**src/rtl/rx_udp.sv**
```systemverilog
// rx_udp: UDP receive stage behind the IPv4 receiver.
// Parses the 8-byte UDP header, filters on destination port and forwards the
// payload as a valid/last byte stream trimmed to the UDP length field.
module rx_udp #(
   parameter int OCT = 8
) (
   input  logic           RX_CLK,
   input  logic           rst,
   input  logic           func_en,
   input  logic [15:0]    udp_port,
   input  logic           rx_ipv4_irq,
   output logic           rx_udp_irq,
   input  logic           rx_data_udp,
   input  logic [OCT-1:0] rx_data,
   output logic [15:0]    rx_src_port,
   output logic [15:0]    rx_dst_port,
   output logic [15:0]    rx_udp_len,
   output logic           rx_payload_valid,
   output logic [OCT-1:0] rx_payload_data,
   output logic           rx_payload_last,
   output logic           rx_udp_err
);

   typedef enum logic [2:0] {
      S_SRC_PORT,
      S_DST_PORT,
      S_LEN,
      S_CSUM,
      S_DATA,
      S_DROP
   } state_t;

   state_t         state_q, state_d;
   logic [1:0]     cnt_q, cnt_d;
   logic [15:0]    rem_q, rem_d;
   logic [15:0]    src_q, src_d;
   logic [15:0]    dst_q, dst_d;
   logic [15:0]    len_q, len_d;
   logic [15:0]    csum_q, csum_d;
   // After reset the stream position is unknown, so parsing restarts only
   // once a frame boundary has been seen.
   logic           wait_bnd_q, wait_bnd_d;
   logic           pv_q, pv_d;
   logic [OCT-1:0] pd_q, pd_d;
   logic           pl_q, pl_d;
   logic           err_q, err_d;
   logic           irq_q, irq_d;

   logic [7:0]     byte_in;
   logic           hdr_done;

   assign byte_in  = rx_data[7:0];
   assign hdr_done = (cnt_q == 2'd1);

   // Insert the incoming header byte into a 16-bit field, MSB byte first.
   function automatic logic [15:0] field_ins(input logic [15:0] field,
                                             input logic [7:0]  b,
                                             input logic [1:0]  cnt);
      if (cnt == 2'd0)
         field_ins = {b, field[7:0]};
      else
         field_ins = {field[15:8], b};
   endfunction

   // Next-state, header capture, payload forwarding and error detection.
   always_comb begin
      state_d    = state_q;
      cnt_d      = cnt_q;
      rem_d      = rem_q;
      src_d      = src_q;
      dst_d      = dst_q;
      len_d      = len_q;
      csum_d     = csum_q;
      wait_bnd_d = wait_bnd_q;
      pv_d       = 1'b0;
      pd_d       = pd_q;
      pl_d       = 1'b0;
      err_d      = 1'b0;
      irq_d      = 1'b0;

      if (func_en) begin
         irq_d = rx_ipv4_irq;

         if (!rx_data_udp) begin
            // Frame boundary: resynchronise, flag a datagram cut short.
            wait_bnd_d = 1'b0;
            state_d    = S_SRC_PORT;
            cnt_d      = 2'd0;
            if (!wait_bnd_q) begin
               case (state_q)
                  S_SRC_PORT: err_d = (cnt_q != 2'd0);
                  S_DST_PORT,
                  S_LEN,
                  S_CSUM:     err_d = 1'b1;
                  S_DATA:     err_d = (rem_q != 16'd0);
                  default:    err_d = 1'b0;
               endcase
            end
         end else if (!wait_bnd_q) begin
            case (state_q)
               S_SRC_PORT: begin
                  src_d = field_ins(src_q, byte_in, cnt_q);
                  cnt_d = hdr_done ? 2'd0 : cnt_q + 2'd1;
                  if (hdr_done)
                     state_d = S_DST_PORT;
               end

               S_DST_PORT: begin
                  dst_d = field_ins(dst_q, byte_in, cnt_q);
                  cnt_d = hdr_done ? 2'd0 : cnt_q + 2'd1;
                  if (hdr_done)
                     state_d = S_LEN;
               end

               S_LEN: begin
                  len_d = field_ins(len_q, byte_in, cnt_q);
                  cnt_d = hdr_done ? 2'd0 : cnt_q + 2'd1;
                  if (hdr_done) begin
                     // Length covers the 8 header bytes; anything shorter is
                     // malformed. Checking first keeps rem from wrapping.
                     if (len_d < 16'd8) begin
                        err_d   = 1'b1;
                        state_d = S_DROP;
                     end else if ((udp_port != 16'h0000) && (dst_q != udp_port)) begin
                        state_d = S_DROP;
                     end else begin
                        rem_d   = len_d - 16'd8;
                        state_d = S_CSUM;
                     end
                  end
               end

               S_CSUM: begin
                  // Checksum is kept but not verified.
                  csum_d = field_ins(csum_q, byte_in, cnt_q);
                  cnt_d  = hdr_done ? 2'd0 : cnt_q + 2'd1;
                  if (hdr_done)
                     state_d = (rem_q == 16'd0) ? S_DROP : S_DATA;
               end

               S_DATA: begin
                  pv_d  = 1'b1;
                  pd_d  = rx_data;
                  rem_d = rem_q - 16'd1;
                  if (rem_q == 16'd1) begin
                     pl_d    = 1'b1;
                     state_d = S_DROP;
                  end
               end

               default: begin
                  // S_DROP: swallow padding/FCS until the boundary.
                  state_d = S_DROP;
               end
            endcase
         end
      end
   end

   // State, header fields and registered output pulses.
   always_ff @(posedge RX_CLK) begin
      if (rst) begin
         state_q    <= S_SRC_PORT;
         cnt_q      <= 2'd0;
         rem_q      <= 16'd0;
         src_q      <= 16'd0;
         dst_q      <= 16'd0;
         len_q      <= 16'd0;
         csum_q     <= 16'd0;
         wait_bnd_q <= 1'b1;
         pv_q       <= 1'b0;
         pd_q       <= '0;
         pl_q       <= 1'b0;
         err_q      <= 1'b0;
         irq_q      <= 1'b0;
      end else begin
         state_q    <= state_d;
         cnt_q      <= cnt_d;
         rem_q      <= rem_d;
         src_q      <= src_d;
         dst_q      <= dst_d;
         len_q      <= len_d;
         csum_q     <= csum_d;
         wait_bnd_q <= wait_bnd_d;
         pv_q       <= pv_d;
         pd_q       <= pd_d;
         pl_q       <= pl_d;
         err_q      <= err_d;
         irq_q      <= irq_d;
      end
   end

   assign rx_src_port      = src_q;
   assign rx_dst_port      = dst_q;
   assign rx_udp_len       = len_q;
   assign rx_payload_valid = pv_q;
   assign rx_payload_data  = pd_q;
   assign rx_payload_last  = pl_q;
   assign rx_udp_err       = err_q;
   assign rx_udp_irq       = irq_q;

endmodule
```
**config.mk**
```make
export PLATFORM = sky130hd
export DESIGN_NAME = rx_udp
export DESIGN_NICKNAME = d
export VERILOG_FILES = /design/src/rtl/rx_udp.sv
export SDC_FILE = /design/constraint.sdc
export NUM_CORES = 1
export LEC_CHECK = 0
export ABC_AREA = 1
export CAP_MARGIN = 25
export CORE_ASPECT_RATIO = 1.1
export CORE_UTILIZATION = 25
export DETAILED_ROUTE_END_ITERATION = 6
export PLACE_DENSITY = 0.43
export SYNTH_ARGS = -nofsm -noshare
export SYNTH_HDL_FRONTEND = slang
export SYNTH_SLANG_ARGS = --single-unit
export TNS_END_PERCENT = 30
```
**constraint.sdc**
```tcl
create_clock -name RX_CLK -period 2.3 [get_ports RX_CLK]
set_input_delay 0.575 -clock RX_CLK [delete_from_list [all_inputs] [get_ports RX_CLK]]
set_output_delay 0.575 -clock RX_CLK [all_outputs]
set_load 0.01 [all_outputs]
```
==> impl_metrics.xml <==
<?xml version="1.0" encoding="UTF-8"?>
<metrics>
  <group name="sta">
    <metric name="hold_violations" unit="">0</metric>
    <metric name="timing.final.max_slew_violations" unit="">0</metric>
    <metric name="tcrit_tclk_final" unit="">0.898</metric>
    <metric name="count_of_final_setup_violators" unit="">0</metric>
    <metric name="period_minus_slack" unit="ns">2.07</metric>
    <metric name="max_frequency" unit="MHz">484</metric>
    <metric name="max-slew-margin-rel" unit="">0.605</metric>
    <metric name="worst_slew_pin_slew" unit="ns">0.586</metric>
    <metric name="final_critical_path_setup_slack" unit="ns">0.235</metric>
    <metric name="setup_repair_after_global_routing_missed_its_margin" unit="">false</metric>
    <metric name="fin_worst_skew" unit="ns">0.00548</metric>
  </group>
  <group name="drt">
    <metric name="dr.max_layer_used" unit="">met4</metric>
    <metric name="drtIter0Drc" unit="">204</metric>
    <metric name="vias_per_cell" unit="">4.41</metric>
    <metric name="via_total_after_detailed_routing" unit="">4707</metric>
    <metric name="route.final.wire_length" unit="um">14600</metric>
    <metric name="dr.pass1.iters" unit="">4</metric>
    <metric name="wirelength_met1" unit="um">6790</metric>
    <metric name="met3_length" unit="um">689</metric>
    <metric name="postRouteAntennaNets" unit="">0</metric>
    <metric name="routed_length_per_instance" unit="um">13.7</metric>
    <metric name="met2WireLength" unit="um">6870</metric>
    <metric name="route.detailed.drc" unit="">0</metric>
  </group>
  <group name="placement">
    <metric name="detailedPlace.worstSlack" unit="ns">-0.153</metric>
    <metric name="detailed_place_hpwl" unit="um">11500</metric>
    <metric name="placement.io_buffers" unit="">88</metric>
    <metric name="routabilityCongestion" unit="">0.862</metric>
    <metric name="detailed_place.area" unit="um2">6000</metric>
    <metric name="numPlacedInstances" unit="">1052</metric>
  </group>
  <group name="flow_run">
    <metric name="cap_viol_max_count" unit="">0</metric>
  </group>
  <group name="critical_path">
    <metric name="timing.critical_path.to_type" unit="">register</metric>
    <metric name="timing.critical_path.from_type" unit="">input pin</metric>
    <metric name="cp_max_fo" unit="">30</metric>
    <metric name="arrival" unit="ns">2.31</metric>
    <metric name="worstSetupPathType" unit="">in -&gt; reg</metric>
    <metric name="rrSetupSlack" unit="ns">0.27</metric>
    <metric name="rr_endpoint" unit="">rem_q[11]$_SDFFE_PP0P_</metric>
    <metric name="r2r_start" unit="">cnt_q[0]$_SDFFE_PP0P_</metric>
    <metric name="reg2reg_depth" unit="">14</metric>
    <metric name="critPathRequiredTime" unit="ns">2.55</metric>
  </group>
  <group name="worst_hold_path">
    <metric name="worstHoldEndpoint" unit="">wait_bnd_q$_SDFFE_PP1P_</metric>
    <metric name="hold_path_startpoint" unit="">wait_bnd_q$_SDFFE_PP1P_</metric>
    <metric name="path_type_of_the_worst_min_delay_path" unit="">reg -&gt; reg</metric>
    <metric name="hold-path-cell-count" unit="">2</metric>
  </group>
  <group name="cells_and_area">
    <metric name="num-nets-final" unit="">861</metric>
    <metric name="area_growth" unit="%">42.0</metric>
    <metric name="final_core_util" unit="">0.366</metric>
    <metric name="final_cell_area" unit="um2">6300</metric>
    <metric name="diodes" unit="">0</metric>
    <metric name="filler_cell_count" unit="">1846</metric>
    <metric name="final_layout_size_suffix_gt1_frac" unit="">0.125</metric>
    <metric name="layout.cells.non_filler" unit="">1068</metric>
  </group>
  <group name="cts">
    <metric name="cts.reportedPaths.clkPinSlew" unit="ns">0.07</metric>
    <metric name="tritoncts.num_buffers" unit="">9</metric>
    <metric name="worst_skew_late_latency" unit="ns">0.35</metric>
    <metric name="clock_sink_count" unit="">82</metric>
    <metric name="cts_tree" unit="">done</metric>
    <metric name="hold_buffers" unit="">0</metric>
    <metric name="cts_htree_levels" unit="">3</metric>
    <metric name="ctsLongestPathBuffers" unit="">2</metric>
    <metric name="cts.root.buffer_cell" unit="">clkbuf_16</metric>
    <metric name="cts.repair.resized" unit="">0</metric>
    <metric name="cts.repair_timing.setup_buffer_count" unit="">0</metric>
  </group>
  <group name="floorplanning">
    <metric name="floorplan.initialDensity" unit="">0.258</metric>
    <metric name="boundaryPins" unit="">89</metric>
    <metric name="fp.dieH" unit="um">142</metric>
    <metric name="design.die.area" unit="um2">18300</metric>
    <metric name="coreArea" unit="um2">17200</metric>
    <metric name="rows" unit="">50</metric>
    <metric name="chipWidth" unit="um">129</metric>
  </group>
  <group name="logic_synthesis">
    <metric name="synth_cells" unit="">693</metric>
    <metric name="synth_compound_gate_area_share" unit="">0.184</metric>
    <metric name="simple_logic_cell_fraction_of_the_synthesized_area" unit="">0.315</metric>
    <metric name="syn_area" unit="um2">4440</metric>
    <metric name="largest_family_of_logic_cells_by_synthesized_area" unit="">simple AND/OR/NAND/NOR gates</metric>
    <metric name="post_synth_num_cell_types" unit="">39</metric>
    <metric name="ys_ff_latch" unit="">82</metric>
    <metric name="yosys_warnings" unit="">0</metric>
    <metric name="synthMuxAreaShare" unit="">0.00226</metric>
    <metric name="synth_fa_ha_area_frac" unit="">0.00846</metric>
    <metric name="yosys.area_share.xor_xnor" unit="">0.00790</metric>
    <metric name="synth_seq_area_share" unit="">0.370</metric>
    <metric name="synth_fp_nets" unit="">725</metric>
    <metric name="syn_avg_cell_area" unit="um2">6.40</metric>
  </group>
  <group name="grt">
    <metric name="number_of_global_route_vias_before_repair" unit="">4503</metric>
    <metric name="globalRouteOverflowTotal" unit="">0</metric>
    <metric name="antenna_found_initial" unit="">0</metric>
    <metric name="combined_global_route_utilization_of_all_metal_layers" unit="">0.166</metric>
    <metric name="grt_max_degree" unit="">31</metric>
    <metric name="grt_first_pass_wirelength" unit="um">23100</metric>
  </group>
  <group name="power">
    <metric name="power_leakage" unit="nW">2.88</metric>
    <metric name="totalPowerFinal" unit="mW">3.54</metric>
    <metric name="ir_worst_vdd" unit="V">0.000269</metric>
    <metric name="power_density" unit="nW/um2">562</metric>
  </group>
  <group name="outcome">
    <metric name="run_status" unit="">complete, no violations</metric>
  </group>
</metrics>
## power breakdown
group	internal (mW)	leakage [nW]	switching [mW]
Combinational	0.278	2.07	0.361
Sequential	1.44	0.662	0.0140
Clock	0.767	0.143	0.684
Total	2.48	2.88	1.06
## critical path, stage by stage
cell             delay, ns
clkdlybuf4s50_1       0.47
inv_1                 0.21
nand2_1               0.09
nand2_1               0.09
nand2_1               0.10
nor2_2                0.18
nand4_2               0.13
nand3_2               0.11
buf_12                0.18
nand2_1               0.06
nand2_1               0.06
nor2_1                0.04
## sequential cells by signal, summed over array words and instances (netlist names)
signal and cells:
rx_payload_last 1, rx_udp_irq 1, state_q 3, rx_payload_data 8
wait_bnd_q 1, rx_udp_err 1, rx_udp_len 16, cnt_q 2
rx_payload_valid 1, rx_src_port 16, rx_dst_port 16, rem_q 16
## area by class of cell
cell class / instances / area, um2 / share of cell area
Inverter: 97 / 364 / 0.0578
Clock inverter: 7 / 67.6 / 0.0107
Tap cell: 234 / 293 / 0.0465
Multi-Input combinational cell: 489 / 2300 / 0.365
Timing Repair Buffer: 150 / 1410 / 0.224
Clock buffer: 9 / 225 / 0.0358
Sequential cell: 82 / 1640 / 0.261
## metrics by stage
stage / setup TNS (ns) / hold WS [ns]
after CTS: 0 / 0.455
after global routing: 0 / 0.482
after floorplan: 0 / 0.420
final: 0 / 0.454
after global placement: -2.35 / 0.434
after detailed placement: -2.39 / 0.442
## cells in the final DEF, fill, tap and decap left out, types with 2 or more instances in the layout
cell / count
nand3_1: 31
dfxtp_1: 82
nor2_4: 2
buf_4: 57
nor3_1: 2
nor2_1: 86
xor2_1: 4
a211oi_1: 9
a21oi_1: 62
inv_1: 89
o21ai_1: 4
clkdlybuf4s50_1: 88
inv_8: 3
clkinv_1: 2
nand2_1: 179
nand2_2: 7
inv_6: 3
clkbuf_16: 9
inv_2: 6
nand4_1: 8
nor4_1: 3
o21ai_0: 69
o21ai_2: 5
ha_1: 3
buf_12: 5
## cells in the mapped netlist, drive strengths merged
master | instances | area share
nand4 | 9 | 0.014
nor3 | 3 | 0.0045
nand3b | 1 | 0.0017
nor3b | 1 | 0.0017
o21ai | 78 | 0.092
nor2 | 90 | 0.084
mux2i | 1 | 0.0023
clkbuf | 17 | 0.014
and3 | 1 | 0.0014
clkinv | 2 | 0.0017
buf | 8 | 0.016
nand2 | 186 | 0.16
xor2 | 4 | 0.0079
nor4 | 3 | 0.0042
ha | 3 | 0.0085
dfxtp | 82 | 0.37
inv | 95 | 0.080
a21oi | 62 | 0.070
or2 | 1 | 0.0014
a31oi | 1 | 0.0014
o22ai | 1 | 0.0014
a211oi | 9 | 0.015
o32ai | 1 | 0.0020
o31ai | 1 | 0.0017
nand3 | 33 | 0.041
## cells by family after synthesis
family / Yosys count
XOR/XNOR: 4
AND/OR/NAND/NOR: 328
flip-flops: 82
adder cells (fa/ha/maj): 3
multiplexers: 1
AO/OA/AOI/OAI: 153
buffers and inverters: 122
## worst max-delay path by stage
stage | slack (ns) | start | depth (start not counted) | endpoint
floorplan | 0.49 | rx_data[4] | 13 | rem_q[15]$_SDFFE_PP0P_
global placement | -0.15 | rx_data[5] | 9 | rx_udp_err$_SDFF_PP0_
detailed placement | -0.15 | rx_data[5] | 12 | rem_q[4]$_SDFFE_PP0P_
CTS | 0.21 | rx_data[5] | 12 | rem_q[4]$_SDFFE_PP0P_
global route | 0.03 | cnt_q[0]$_SDFFE_PP0P_ | 14 | rem_q[15]$_SDFFE_PP0P_
finish | 0.23 | rx_data[5] | 12 | rem_q[4]$_SDFFE_PP0P_
## per-layer routing
metal | up-vias | GRT usage
met4 | 0 | 0.0632
met1 | 2086 | 0.207
met2 | 114 | 0.284
met5 | - | 0
li1 | 2493 | -
met3 | 14 | 0.0271
No activity file was read; power rests on OpenSTA's default activity.
